$ cat src/rtl/alarm_ctrl_if.sv
// alarm_ctrl_if: time-counter inputs, user controls and alarm outputs of the alarm stage.
interface alarm_ctrl_if;
    logic [5:0] hour_i, minute_i, second_i;
    logic       alarm_on_i, set_en_i, set_h_i, set_min_i, snooze_i, stop_i;
    logic [5:0] alarm_hour_o, alarm_minute_o;
    logic       ringing_o, snoozing_o, buzzer_o;
    modport master (
        output hour_i, minute_i, second_i, alarm_on_i, set_en_i, set_h_i, set_min_i, snooze_i, stop_i,
        input  alarm_hour_o, alarm_minute_o, ringing_o, snoozing_o, buzzer_o
    );
    modport slave (
        input  hour_i, minute_i, second_i, alarm_on_i, set_en_i, set_h_i, set_min_i, snooze_i, stop_i,
        output alarm_hour_o, alarm_minute_o, ringing_o, snoozing_o, buzzer_o
    );
endinterface

$ cat src/rtl/alarm_ctrl.sv
// alarm_ctrl: stored alarm time, match detection at second 0, IDLE/RINGING/SNOOZE FSM and buzzer tone.
module alarm_ctrl #(
    parameter int unsigned TONE_DIV     = 50000,
    parameter int unsigned RING_SECONDS = 60,
    parameter int unsigned SNOOZE_MIN   = 5,
    parameter int unsigned MAX_SNOOZE   = 3,
    parameter int unsigned RST_HOUR     = 7,
    parameter int unsigned RST_MIN      = 0
) (
    input logic         clk,
    input logic         rst_n,
    alarm_ctrl_if.slave bus
);
    localparam int unsigned TW = TONE_DIV > 1 ? $clog2(TONE_DIV) : 1;
    typedef enum logic [1:0] {IDLE, RINGING, SNOOZE} state_t;
    state_t        state_q;
    logic [5:0]    alarm_hour_q, alarm_min_q, tgt_h_q, tgt_m_q, sec_prev_q, ring_cnt_q;
    logic [2:0]    snooze_cnt_q;
    logic [TW-1:0] tone_q;
    logic          ringing_q, snoozing_q, buzzer_q;
    logic          sec_tick, trigger, tone_tc, quit;
    logic [6:0]    snz_sum;
    logic [5:0]    snz_h, snz_m, alarm_hour_d, alarm_min_d;

    always_comb begin
        sec_tick     = bus.second_i != sec_prev_q;
        trigger      = sec_tick && bus.second_i == 6'd0 && bus.hour_i == tgt_h_q &&
                       bus.minute_i == tgt_m_q && bus.alarm_on_i && !bus.set_en_i;
        tone_tc      = tone_q == TW'(TONE_DIV - 1);
        quit         = bus.stop_i || !bus.alarm_on_i;
        snz_sum      = {1'b0, bus.minute_i} + 7'(SNOOZE_MIN);
        snz_m        = snz_sum >= 7'd60 ? 6'(snz_sum - 7'd60) : snz_sum[5:0];
        snz_h        = snz_sum < 7'd60 ? bus.hour_i : bus.hour_i == 6'd23 ? 6'd0 : bus.hour_i + 6'd1;
        alarm_hour_d = bus.set_en_i && bus.set_h_i ?
                       (alarm_hour_q == 6'd23 ? 6'd0 : alarm_hour_q + 6'd1) : alarm_hour_q;
        alarm_min_d  = bus.set_en_i && bus.set_min_i ?
                       (alarm_min_q == 6'd59 ? 6'd0 : alarm_min_q + 6'd1) : alarm_min_q;
    end

    // Tone counter and buzzer default to 0; only a cycle that stays in RINGING advances them.
    always_ff @(posedge clk or negedge rst_n) begin
        if (!rst_n) begin
            state_q      <= IDLE;
            alarm_hour_q <= 6'(RST_HOUR);
            alarm_min_q  <= 6'(RST_MIN);
            tgt_h_q      <= 6'(RST_HOUR);
            tgt_m_q      <= 6'(RST_MIN);
            sec_prev_q   <= '0;
            ring_cnt_q   <= '0;
            snooze_cnt_q <= '0;
            tone_q       <= '0;
            ringing_q    <= 1'b0;
            snoozing_q   <= 1'b0;
            buzzer_q     <= 1'b0;
        end else begin
            sec_prev_q   <= bus.second_i;
            alarm_hour_q <= alarm_hour_d;
            alarm_min_q  <= alarm_min_d;
            tone_q       <= '0;
            buzzer_q     <= 1'b0;
            if (bus.set_en_i) begin
                state_q      <= IDLE;
                ringing_q    <= 1'b0;
                snoozing_q   <= 1'b0;
                snooze_cnt_q <= '0;
                tgt_h_q      <= alarm_hour_q;
                tgt_m_q      <= alarm_min_q;
            end else begin
                case (state_q)
                    IDLE: begin
                        tgt_h_q <= alarm_hour_q;
                        tgt_m_q <= alarm_min_q;
                        if (trigger) begin
                            state_q    <= RINGING;
                            ringing_q  <= 1'b1;
                            ring_cnt_q <= '0;
                        end
                    end
                    RINGING: begin
                        ring_cnt_q <= ring_cnt_q + 6'(sec_tick);
                        if (quit || (sec_tick && ring_cnt_q == 6'(RING_SECONDS - 1))) begin
                            state_q      <= IDLE;
                            ringing_q    <= 1'b0;
                            snooze_cnt_q <= '0;
                        end else if (bus.snooze_i && snooze_cnt_q < 3'(MAX_SNOOZE)) begin
                            state_q      <= SNOOZE;
                            ringing_q    <= 1'b0;
                            snoozing_q   <= 1'b1;
                            snooze_cnt_q <= snooze_cnt_q + 3'd1;
                            tgt_h_q      <= snz_h;
                            tgt_m_q      <= snz_m;
                        end else begin
                            tone_q   <= tone_tc ? '0 : tone_q + TW'(1);
                            buzzer_q <= buzzer_q ^ tone_tc;
                        end
                    end
                    SNOOZE: begin
                        if (quit) begin
                            state_q      <= IDLE;
                            snoozing_q   <= 1'b0;
                            snooze_cnt_q <= '0;
                        end else if (trigger) begin
                            state_q    <= RINGING;
                            ringing_q  <= 1'b1;
                            snoozing_q <= 1'b0;
                            ring_cnt_q <= '0;
                        end
                    end
                    default: state_q <= IDLE;
                endcase
            end
        end
    end

    assign bus.alarm_hour_o   = alarm_hour_q;
    assign bus.alarm_minute_o = alarm_min_q;
    assign bus.ringing_o      = ringing_q;
    assign bus.snoozing_o     = snoozing_q;
    assign bus.buzzer_o       = buzzer_q;
endmodule

$ cat src/flat_wrapper.sv
// flat-port wrapper written by rule: the top's interface ports become plain ports
module alarm_ctrl_flat 
#(
    parameter int unsigned TONE_DIV     = 50000,
    parameter int unsigned RING_SECONDS = 60,
    parameter int unsigned SNOOZE_MIN   = 5,
    parameter int unsigned MAX_SNOOZE   = 3,
    parameter int unsigned RST_HOUR     = 7,
    parameter int unsigned RST_MIN      = 0
)
  (clk, rst_n, bus_hour_i, bus_minute_i, bus_second_i, bus_alarm_on_i, bus_set_en_i, bus_set_h_i, bus_set_min_i, bus_snooze_i, bus_stop_i, bus_alarm_hour_o, bus_alarm_minute_o, bus_ringing_o, bus_snoozing_o, bus_buzzer_o);
  alarm_ctrl_if bus_i ();
  input logic clk;
  input logic rst_n;
  input wire logic [$bits(bus_i.hour_i)-1:0] bus_hour_i;
  input wire logic [$bits(bus_i.minute_i)-1:0] bus_minute_i;
  input wire logic [$bits(bus_i.second_i)-1:0] bus_second_i;
  input wire logic [$bits(bus_i.alarm_on_i)-1:0] bus_alarm_on_i;
  input wire logic [$bits(bus_i.set_en_i)-1:0] bus_set_en_i;
  input wire logic [$bits(bus_i.set_h_i)-1:0] bus_set_h_i;
  input wire logic [$bits(bus_i.set_min_i)-1:0] bus_set_min_i;
  input wire logic [$bits(bus_i.snooze_i)-1:0] bus_snooze_i;
  input wire logic [$bits(bus_i.stop_i)-1:0] bus_stop_i;
  output wire logic [$bits(bus_i.alarm_hour_o)-1:0] bus_alarm_hour_o;
  output wire logic [$bits(bus_i.alarm_minute_o)-1:0] bus_alarm_minute_o;
  output wire logic [$bits(bus_i.ringing_o)-1:0] bus_ringing_o;
  output wire logic [$bits(bus_i.snoozing_o)-1:0] bus_snoozing_o;
  output wire logic [$bits(bus_i.buzzer_o)-1:0] bus_buzzer_o;
  assign bus_i.hour_i = bus_hour_i;
  assign bus_i.minute_i = bus_minute_i;
  assign bus_i.second_i = bus_second_i;
  assign bus_i.alarm_on_i = bus_alarm_on_i;
  assign bus_i.set_en_i = bus_set_en_i;
  assign bus_i.set_h_i = bus_set_h_i;
  assign bus_i.set_min_i = bus_set_min_i;
  assign bus_i.snooze_i = bus_snooze_i;
  assign bus_i.stop_i = bus_stop_i;
  assign bus_alarm_hour_o = bus_i.alarm_hour_o;
  assign bus_alarm_minute_o = bus_i.alarm_minute_o;
  assign bus_ringing_o = bus_i.ringing_o;
  assign bus_snoozing_o = bus_i.snoozing_o;
  assign bus_buzzer_o = bus_i.buzzer_o;
  alarm_ctrl #(.TONE_DIV(TONE_DIV), .RING_SECONDS(RING_SECONDS), .SNOOZE_MIN(SNOOZE_MIN), .MAX_SNOOZE(MAX_SNOOZE), .RST_HOUR(RST_HOUR), .RST_MIN(RST_MIN)) u_core (.clk(clk), .rst_n(rst_n), .bus(bus_i));
endmodule
$ cat config.mk
export PLATFORM = sky130hd
export DESIGN_NAME = alarm_ctrl_flat
export DESIGN_NICKNAME = d
export VERILOG_FILES = /design/src/rtl/alarm_ctrl_if.sv /design/src/rtl/alarm_ctrl.sv /design/src/flat_wrapper.sv
export SDC_FILE = /design/constraint.sdc
export NUM_CORES = 1
export LEC_CHECK = 0
export ABC_AREA = 1
export ABC_CLOCK_PERIOD_IN_PS = 2500
export CAP_MARGIN = 40
export CORE_ASPECT_RATIO = 0.5
export CORE_MARGIN = 3
export CORE_UTILIZATION = 59
export CTS_BUF_LIST = sky130_fd_sc_hd__clkbuf_4
export DETAILED_ROUTE_END_ITERATION = 8
export HOLD_SLACK_MARGIN = 0.12
export PLACE_DENSITY = 0.81
export SLEW_MARGIN = 40
export SYNTH_ARGS = -nofsm -noshare
export SYNTH_HDL_FRONTEND = slang
export SYNTH_SLANG_ARGS = --single-unit
$ cat constraint.sdc
create_clock -name clk -period 2.5 [get_ports clk]
set_clock_uncertainty 0.2 [all_clocks]
set_input_delay 0.5 -clock clk [delete_from_list [all_inputs] [get_ports clk]]
set_output_delay 0.5 -clock clk [all_outputs]
set_load 0.01 [all_outputs]
==> impl_metrics.toml <==
[floorplanning]
initial_core_util = 0.646
die-width_um = 119
die-area_um2 = 7400
fp-row-count = 19
die_h_um = 62.3
pin_count = 41
core_area_um2 = 5800

[sta]
max_freq_mhz = 444
grt_setup_unrepaired = "no"
setup_violations = 0
fin_crit_ns = 2.25
final-hold-violation-count = 0
finalCritPeriodShare = 0.900
slew_viol_final = 0
postLayoutSetupSlackWorst_ns = 0.249
slew_headroom = 0.596
worst_pin_slew_ns = 0.601

[synthesis]
yosysWarnings = 0
synthFlopType = "dfrtp_1"
synth_seq_cells = 60
synth-simple-area-share = 0.339
synth_top_family_by_area = "simple AND/OR/NAND/NOR gates"
synth_area_um2 = 3750
synth-edff-count = 0
yosys-mux-area-fraction = 0.00267
synthCells = 483
synth_cell_types = 40
synth-xor-area-share = 0.0655
synth_fp_nets = 519
yosysSeqAreaShare = 0.403
synthAdderAreaFrac = 0.0334
synth-compound-area-share = 0.0721
synth_area_per_cell_um2 = 7.76
synthArstFlopShare = 1.00

[critical_path]
max_stage_delay_ns = 0.59
crit_type = "reg2out"
arrival_ns = 1.55
path_max_fanout = 5
crit_path_end = "bus_alarm_hour_o[0]"
startpoint_type = "flip-flop"
r2r_setup_slack_ns = 0.44
reg2reg_depth = 10
cp.depth = 1
path_delay_family = "flip-flops"
critPathLaunch = "u_core.bus.alarm_hour_o[0]$_DFFE_PN1P_"
worstPathCellList = "clkdlybuf4s50_1"
crit_required_ns = 1.80
slowest_stage = "dfstp_2"
critPathBufInv = 1
cp-end-kind = "output port"
crit-reg2reg-capture = "u_core.ring_cnt_q[4]$_DFFE_PN0P_"
timing.rr.start = "u_core.sec_prev_q[5]$_DFF_PN0_"

[power_and_ir_drop]
powerDensity_nw_per_um2 = 638
leakage_nw = 2.28
peakVddDrop_mv = 0.449

[cts]
h-tree-depth = 3
cts_buffer_depth = 2
cts_sinks = 60
cts_root_buf = "clkbuf_4"
cts_buffers = 9
hold_buffers = 1
post_cts_resized = 0
clock_latency_ns = 0.41
cts_setup_buffers = 0
clk_pin_slew_ns = 0.11
cts_tree = "done"

[layout]
area_growth_pct = 25.7
diodes = 0
final_area_um2 = 4710
drive_gt1_frac = 0.196
nets = 608

[placement]
portBuffers = 40
dpl.hpwl_um = 6560
gp_congestion = 0.933
placed_area_um2 = 4530
preCtsSetupSlack_ns = -0.106

[drt]
drt-total-wl_um = 8520
route.vias.total = 3392
drc = 0
dr.pass1.iters = 5
drt_iter0_drc = 336
drt-wirelength-per-cell_um = 12.9
drtAntennaViolNets = 0
routed_via_density = 5.13

[global_routing]
grt_overflow = 0
grt_max_degree = 28
gr-usage-all-layers = 0.245
grt_first_pass_wirelength_um = 14800
antenna_found_initial = 0
grt_pass1_vias = 3250

[worst_hold_path]
hold_path_class = "reg2reg"

[run]
cap_viol_max_count = 0

[outcome]
outcome = "completed"
## layer usage
| layer | vias to the layer above | track usage | part of all wire |
|---|---|---|---|
| li1 | 1722 | - | - |
| met1 | 1574 | 0.335 | 0.48 |
| met2 | 85 | 0.394 | 0.46 |
| met3 | 11 | 0.0544 | 0.050 |
| met4 | 0 | 0.0750 | 0.012 |
| met5 | - | 0 | 0 |
## registers in the layout, summed over array words and instances, names as in the netlist
signal and flops:
u_core.bus.alarm_minute_o 6, u_core.bus.alarm_hour_o 6, u_core.tgt_m_q 6, u_core.state_q 2, u_core.snooze_cnt_q 3, u_core.bus.ringing_o 1
u_core.sec_prev_q 6, u_core.ring_cnt_q 6, u_core.bus.buzzer_o 1, u_core.bus.snoozing_o 1, u_core.tone_q 16, u_core.tgt_h_q 6
## logic make-up (layout without fill, tap and decap cells)
group | after synthesis | count (layout)
adder cells (fa/ha/maj) | 10 | 10
AO/OA/AOI/OAI | 44 | 44
multiplexers | 1 | 1
AND/OR/NAND/NOR | 263 | 263
buffers and inverters | 77 | 171
flip-flops | 60 | 60
XOR/XNOR | 28 | 28
## power breakdown
part | switching [W] | internal [W]
registers | 0.000182 | 0.00117
logic | 0.000414 | 0.000436
clock network | 0.000359 | 0.000440
total | 0.000956 | 0.00205
## cells in the mapped netlist (2+ instances only)
master,n,area [um^2]
nor2_1,47,176
o21ai_0,14,70.1
nand2_4,4,45.0
buf_4,2,15.0
nor3_1,13,65.1
dfstp_2,6,158
xor2_1,19,166
buf_6,2,22.5
and3_1,2,12.5
dfrtp_1,54,1350
o22ai_1,3,18.8
nor4_4,2,42.5
nand2_2,7,43.8
nor3b_1,6,45.0
or2_1,2,12.5
nand3b_1,3,22.5
a21oi_2,4,35.0
buf_2,2,10.0
o211ai_1,3,22.5
ha_1,10,125
a21oi_1,15,75.1
inv_2,7,26.3
inv_1,63,236
nor2_2,14,87.6
nand2_1,114,428
nand4_1,11,68.8
nand3_1,31,155
nand3_2,3,30.0
xnor2_1,9,78.8
## worst min path at each step
stage | start | endpoint | slack (ns) | cells after the start
after floorplan | rst_n | u_core.bus.alarm_hour_o[3]$_DFFE_PN0P_ | 0.004 | 0
after detailed placement | u_core.tone_q[0]$_DFF_PN0_ | u_core.tone_q[0]$_DFF_PN0_ | 0.26 | 1
after CTS | u_core.tone_q[0]$_DFF_PN0_ | u_core.tone_q[0]$_DFF_PN0_ | 0.28 | 1
after global placement | u_core.tone_q[0]$_DFF_PN0_ | u_core.tone_q[0]$_DFF_PN0_ | 0.25 | 1
after global routing | u_core.tone_q[0]$_DFF_PN0_ | u_core.tone_q[0]$_DFF_PN0_ | 0.30 | 1
final | u_core.tgt_h_q[1]$_DFFE_PN1P_ | u_core.tgt_h_q[1]$_DFFE_PN1P_ | 0.28 | 2
## cells in the final DEF, fill, tap and decap left out, types with 2 or more instances in the layout
cell	instances
clkbuf_4	12
nor4_4	2
nor3b_1	6
nand3b_1	3
nor3_1	13
o211ai_1	3
nand3_1	31
nor2_2	14
clkdlybuf4s50_1	39
buf_4	42
dfstp_2	6
or2_1	2
dfrtp_1	54
nor2_1	47
nand3_2	3
and3_1	2
nand2_2	7
clkinv_2	2
o22ai_1	3
a21oi_2	4
a21oi_1	15
inv_2	7
o21ai_0	14
inv_1	63
xor2_1	19
nand2_4	4
nand2_1	114
xnor2_1	9
ha_1	10
nand4_1	11
bufinv_16	2
## worst reg2reg max path: cells and delay by family, from the launching register on
kind,cells,cell delay [ns]
AOI/OAI and AO/OA,1,0.15
xor gates and xnor gates,1,0.16
adders and majority gates,2,0.43
DFF,1,0.41
and+or+nand+nor,6,0.64
## layout make-up
class	instances	area, um^2
clock buffers	12	90.1
clock inverters	4	73.8
fillers	396	1090
inverters	71	268
multi-input cells	346	1920
flip-flops and latches	60	1510
well taps	84	105
repair buffers	84	741
## through the flow
step                TNS (ns)  utilization  power [W]  hold slack [ns]  cells
floorplan                  0            -    0.00179          0.00441    483
CTS                        0        0.812    0.00302            0.278    661
finish                     0        0.812    0.00300            0.283    661
global route               0        0.812    0.00318            0.300    661
detailed placement     -1.20        0.782    0.00221            0.258    644
global placement      -0.635        0.782    0.00219            0.252    644
Power figures use the tool's default switching activity.
